==> config.mk <==
export PLATFORM = sky130hd
export DESIGN_NAME = db9md_pad_reader
export DESIGN_NICKNAME = d
export VERILOG_FILES = /design/src/rtl/db9md_pad_reader.sv
export SDC_FILE = /design/constraint.sdc
export NUM_CORES = 1
export LEC_CHECK = 0
export CAP_MARGIN = 20
export CORE_ASPECT_RATIO = 0.5
export CORE_MARGIN = 2
export CORE_UTILIZATION = 55
export CTS_CLUSTER_DIAMETER = 150
export DETAILED_ROUTE_END_ITERATION = 10
export DONT_BUFFER_PORTS = 1
export HOLD_SLACK_MARGIN = 0.02
export MAX_ROUTING_LAYER = met4
export PLACE_DENSITY = 0.7
export SETUP_SLACK_MARGIN = 0.1
export SYNTH_ARGS = -nofsm -noshare
export SYNTH_HDL_FRONTEND = slang
export SYNTH_SLANG_ARGS = --single-unit
==> constraint.sdc <==
create_clock -name clk -period 2.31 [get_ports clk]
set_input_delay 0.462 -clock clk [delete_from_list [all_inputs] [get_ports clk]]
set_output_delay 0.462 -clock clk [all_outputs]
set_load 0.03 [all_outputs]
==> src/rtl/db9md_pad_reader.sv <==
// Polls one or two Mega Drive 3/6-button pads on the SNAC DB9 port, with the two players multiplexed by joy_split.
// Each player word is assembled from per-phase shadow samples and committed in a single clock.
module db9md_pad_reader #(
   parameter int PHASE_CYCLES = 400,
   parameter int IDLE_CYCLES  = 80000
) (
   input  logic        clk,
   input  logic        reset_n,
   input  logic [5:0]  joy_in,
   output logic        joy_mdsel,
   output logic        joy_split,
   output logic [15:0] joystick1,
   output logic [15:0] joystick2,
   output logic [1:0]  pad_present,
   output logic [1:0]  six_button,
   output logic        scan_done,
   output logic [1:0]  dbg_state
);

   localparam int MAX_CNT = (IDLE_CYCLES > PHASE_CYCLES) ? IDLE_CYCLES : PHASE_CYCLES;
   localparam int CW      = $clog2(MAX_CNT);
   localparam logic [CW-1:0] IDLE_LAST  = CW'(IDLE_CYCLES - 1);
   localparam logic [CW-1:0] PHASE_LAST = CW'(PHASE_CYCLES - 1);

   typedef enum logic [1:0] {
      ST_IDLE   = 2'd0,
      ST_SETTLE = 2'd1,
      ST_SCAN   = 2'd2,
      ST_COMMIT = 2'd3
   } state_t;

   state_t        state_q, state_d;
   logic [CW-1:0] cnt_q, cnt_d;
   logic [2:0]    phase_q, phase_d;
   logic          split_q, split_d;
   logic          mdsel_q, mdsel_d;
   logic          sample, commit;

   logic [5:0]    sync1_q, sync2_q;
   logic [5:0]    pins;
   logic [5:0]    p0_q;
   logic [2:0]    p1_q;
   logic          six_q;
   logic [3:0]    p6_q;
   logic [15:0]   word_raw, word;

   logic [15:0]   joy1_q, joy2_q;
   logic [1:0]    present_q, six_btn_q;
   logic          done_q;

   assign pins = ~sync2_q;

   always_comb begin
      state_d = state_q;
      cnt_d   = cnt_q;
      phase_d = phase_q;
      split_d = split_q;
      sample  = 1'b0;
      commit  = 1'b0;
      case (state_q)
         ST_IDLE: begin
            if (cnt_q == IDLE_LAST) begin
               state_d = ST_SETTLE;
               cnt_d   = '0;
               split_d = 1'b0;
            end else begin
               cnt_d = cnt_q + CW'(1);
            end
         end
         ST_SETTLE: begin
            if (cnt_q == PHASE_LAST) begin
               state_d = ST_SCAN;
               cnt_d   = '0;
               phase_d = 3'd0;
            end else begin
               cnt_d = cnt_q + CW'(1);
            end
         end
         ST_SCAN: begin
            if (cnt_q == PHASE_LAST) begin
               sample = 1'b1;
               cnt_d  = '0;
               if (phase_q == 3'd7) state_d = ST_COMMIT;
               else                 phase_d = phase_q + 3'd1;
            end else begin
               cnt_d = cnt_q + CW'(1);
            end
         end
         default: begin
            commit = 1'b1;
            cnt_d  = '0;
            if (!split_q) begin
               split_d = 1'b1;
               state_d = ST_SETTLE;
            end else begin
               split_d = 1'b0;
               state_d = ST_IDLE;
            end
         end
      endcase
      // Registered from next state so SELECT edges line up exactly with phase boundaries.
      mdsel_d = !(state_d == ST_SCAN && phase_d[0]);
   end

   always_comb begin
      word_raw = {4'b0000, p6_q[0], p6_q[1], p6_q[2], p6_q[3],
                  p1_q[2], p1_q[1], p0_q[5], p0_q[4],
                  p0_q[0], p0_q[1], p0_q[2], p0_q[3]};
      word = 16'h0000;
      if (p1_q[0]) begin
         word = word_raw;
         if (!six_q) word[11:8] = 4'b0000;
      end
   end

   always_ff @(posedge clk or negedge reset_n) begin
      if (!reset_n) begin
         state_q   <= ST_IDLE;
         cnt_q     <= '0;
         phase_q   <= 3'd0;
         split_q   <= 1'b0;
         mdsel_q   <= 1'b1;
         sync1_q   <= 6'h3F;
         sync2_q   <= 6'h3F;
         p0_q      <= 6'h00;
         p1_q      <= 3'b000;
         six_q     <= 1'b0;
         p6_q      <= 4'h0;
         joy1_q    <= 16'h0000;
         joy2_q    <= 16'h0000;
         present_q <= 2'b00;
         six_btn_q <= 2'b00;
         done_q    <= 1'b0;
      end else begin
         state_q <= state_d;
         cnt_q   <= cnt_d;
         phase_q <= phase_d;
         split_q <= split_d;
         mdsel_q <= mdsel_d;
         sync1_q <= joy_in;
         sync2_q <= sync1_q;
         done_q  <= commit & split_q;
         if (sample) begin
            case (phase_q)
               3'd0: p0_q  <= pins;
               3'd1: p1_q  <= {pins[5], pins[4], pins[2] & pins[3]};
               3'd5: six_q <= p1_q[0] & (&pins[3:0]);
               3'd6: p6_q  <= pins[3:0];
               default: ;
            endcase
         end
         if (commit && !split_q) begin
            joy1_q       <= word;
            present_q[0] <= p1_q[0];
            six_btn_q[0] <= p1_q[0] & six_q;
         end
         if (commit && split_q) begin
            joy2_q       <= word;
            present_q[1] <= p1_q[0];
            six_btn_q[1] <= p1_q[0] & six_q;
         end
      end
   end

   assign joy_mdsel   = mdsel_q;
   assign joy_split   = split_q;
   assign joystick1   = joy1_q;
   assign joystick2   = joy2_q;
   assign pad_present = present_q;
   assign six_button  = six_btn_q;
   assign scan_done   = done_q;
   assign dbg_state   = state_q;

endmodule

==> flow_summary_export.csv <==
group,metric,value,unit
run_status,outcome,"complete, but fails checks",
run_status,violations,"hold timing",
routing,drt-met1-wl,2890,um
critical_path,crit_type,"flop to flop",
cells_and_area,drive_above_1_share,0.149,
power,powerDensity,744,mW/mm^2
power,combPwrFrac,0.007,
power,total_leakage_power,1.71,nW
power,netSwitchingFraction,0.192,
synth,syn-cell-area,0.00340,sq mm
routing,vias,2302,
synth,netlist_instances,324,
cells_and_area,final_cell_mix,"66 x dfrtp_1, 57 x nand2_1, 36 x o21ai_0",
power,p_switching,0.538,mW
synth,ys_seq_area_frac,0.587,
synth,syn_avg_cell_area,10.5,sq um
timing,slew_viol_final,0,
routing,drc_errors,0,
cells_and_area,multiInputGateArea,0.00127,sq mm
critical_path,crit_top_cell,"a41oi_1",
timing,fin_tns_setup,0,ns
place,gp_congestion,0.937,
critical_path,path_max_fanout,7,
clocking,clk_pin_slew,0.06,ns
routing,dr.pass1.iters,5,
timing,fin_skew,0.00606,ns
place,port_buffers,0,
floorplan,ios,49,
critical_path,max_stage_delay,0.61,ns
global_routing,antenna_found_initial,0,
floorplan,start_util,0.565,
routing,dr_wl_met3,373,um
global_routing,grt_max_degree,80,
global_routing,grt_util_all_layers,0.202,
synth,synth-edff-count,0,
clocking,cts_root_buffer,"clkbuf_16",
timing,period_share,0.910,
global_routing,grt_remaining_overflow,0,
critical_path,critPathRequiredTime,2.56,ns
timing,rsz0062_at_grt,"false",
routing,routed_wl,6150,um
synth,synth_top_area_frac,0.486,
cells_and_area,fillers,473,
synth,synth_warnings,0,
floorplan,fp.dieW,115,um
synth,yosys_register_bits,79,
cells_and_area,final_common_cell,"dfrtp_1",
cells_and_area,seq_area,0.00199,sq mm
floorplan,dieArea,0.00686,sq mm
floorplan,rows,20,
place,placedInstanceArea,0.00346,sq mm
synth,synth-main-ff-cell,"dfrtp_1",
synth,synth_cell_types,41,
power,seqPwrFrac,0.502,
routing,wl_met2,2800,um
floorplan,die_y,59.6,um
timing,hold_violations,76,
timing,max_freq,476,MHz
clocking,tritoncts,"yes",
global_routing,grt_pass1_wl,10200,um
cells_and_area,nets,349,
power,internal-power,2.27,mW
power,p_clk_frac,0.491,
routing,wire_per_inst,14.9,um
timing,maxSlewHeadroom,0.571,
place,place_hpwl,4230,um
critical_path,cp_cell_sequence,"or4_4 > nor3b_4 > a41oi_1 > a41oi_1 > nand3_1",
timing,setup_viol,0,
routing,drt_iter0_drc,177,
critical_path,arrival,2.35,ns
routing,drtAntennaViolNets,0,
cells_and_area,postLayoutCellArea,0.00377,sq mm
floorplan,coreArea,0.00601,sq mm
clocking,cts_buffer_depth,2,
synth,async_flop_share,1.00,
routing,via_per_inst,5.57,
clocking,clock_latency,0.33,ns
timing,worst_hold_slack,-0.174,ns
global_routing,grt_pass1_vias,2165,
hold_path,hold_path.class,"primary input to async pin",
critical_path,start_kind,"flop",
clocking,clock_sinks,79,
power,ir_drop,0.303,mV
timing,worstMarginPinSlew,0.638,ns
critical_path,cp-end-kind,"flop",
cells_and_area,antenna_cells,0,
cells_and_area,area_growth,11.1,%
clocking,cts_max_level,3,
flow_run,drv_cap,0,
synth,yosys.area.top_type,"dfrtp_1",
timing,fin_crit,2.10,ns
routing,routed.top_layer,"met4",
clocking,cts_made_buffers,9,
synth,synth.area.top_cells,"dfrtp_1 49%, dfstp_2 10%, nand2_1 6.3%",
critical_path,worst_path_max_delay_cell,"or4_4",
cells_and_area,final_util,0.628,
[final timing paths]
path                                 startpoint                   end  slack (ns)  depth (start not counted)
max in group asynchronous               reset_n  sync2_q[3]$_DFF_PN1_        2.28                          0
setup reg to reg             cnt_q[9]$_DFF_PN0_   joy_mdsel$_DFF_PN1_        0.21                          5
hold reg to reg            sync1_q[1]$_DFF_PN1_  sync2_q[1]$_DFF_PN1_        0.35                          0
hold / removal                          reset_n   scan_done$_DFF_PN0_       -0.17                          0
min in group clk                      joy_in[1]  sync1_q[1]$_DFF_PN1_        0.13                          0
setup / recovery             cnt_q[9]$_DFF_PN0_   joy_mdsel$_DFF_PN1_        0.21                          5
[critical path, delay by kind of cell, from the launching register on]
family | cells | cell delay (ns)
simple gates | 3 | 1.10
compound gates | 2 | 0.47
flops | 1 | 0.46
[layer usage]
metal,track usage,vias to the layer above
met5,-,-
met4,0.0551,0
met3,0.0859,11
met2,0.312,71
met1,0.248,1122
li1,-,1098
[synthesized netlist by cell type (all sizes together) (2+ instances only)]
cell type  number
mux2            3
or4             2
inv            11
xnor2           5
nor3            2
nand2          57
ha             10
nand4           9
and3            2
xor2            9
a31oi           4
buf            11
nor2           26
o21ai          43
a21oi           3
dfrtp          66
a41oi           2
mux2i           3
nor4            6
clkbuf          9
dfstp          13
nand3          15
[per-stage QoR]
stage	setup WS (ns)	cells	power, mW
after floorplan	0.320	331	1.46
after global placement	0.265	396	1.45
after detailed placement	0.202	396	1.45
after CTS	0.172	412	2.83
after global routing	0.106	413	2.90
final	0.208	413	2.81
[cell type report]
class,instances,share of cell area
Sequential cell,79,0.529
Multi-Input combinational cell,221,0.338
Clock buffer,11,0.0644
Tap cell,77,0.0255
Timing Repair Buffer,9,0.0179
Clock inverter,5,0.0149
Inverter,11,0.0109
[cell families after synthesis]
group | after synthesis | synth area share
AND/OR/NAND/NOR | 127 | 0.179
flip-flops | 79 | 0.587
AO/OA/AOI/OAI | 56 | 0.0932
buffers and inverters | 31 | 0.0483
XOR/XNOR | 14 | 0.0361
adder cells (fa/ha/maj) | 10 | 0.0368
multiplexers | 6 | 0.0188
other | 1 | 0.00110
[sequential cells by signal, summed over array words and instances, names as in the netlist, 2 cells and up]
name,count
cnt_q,17
pad_present,2
dbg_state,2
phase_q,3
joystick1,12
p0_q,6
joystick2,12
p6_q,4
six_button,2
sync1_q,6
p1_q,3
sync2_q,6
[repair_timing]
item / in CTS / in global routing
buffers inserted: 0 / 1
setup endpoints to repair: 0 / 7
hold endpoints to repair: 79 / 79
resized for setup: 0 / 2
[power by group through the flow]
stage / clock [mW] / sequential (mW) / combinational [mW]
global route: 1.47 / 1.41 / 0.0196
finish: 1.38 / 1.41 / 0.0184
global placement: 0 / 1.43 / 0.0181
floorplan: 0 / 1.43 / 0.0284
detailed placement: 0 / 1.43 / 0.0181
CTS: 1.41 / 1.41 / 0.0181
No activity file was read; power rests on OpenSTA's default activity.
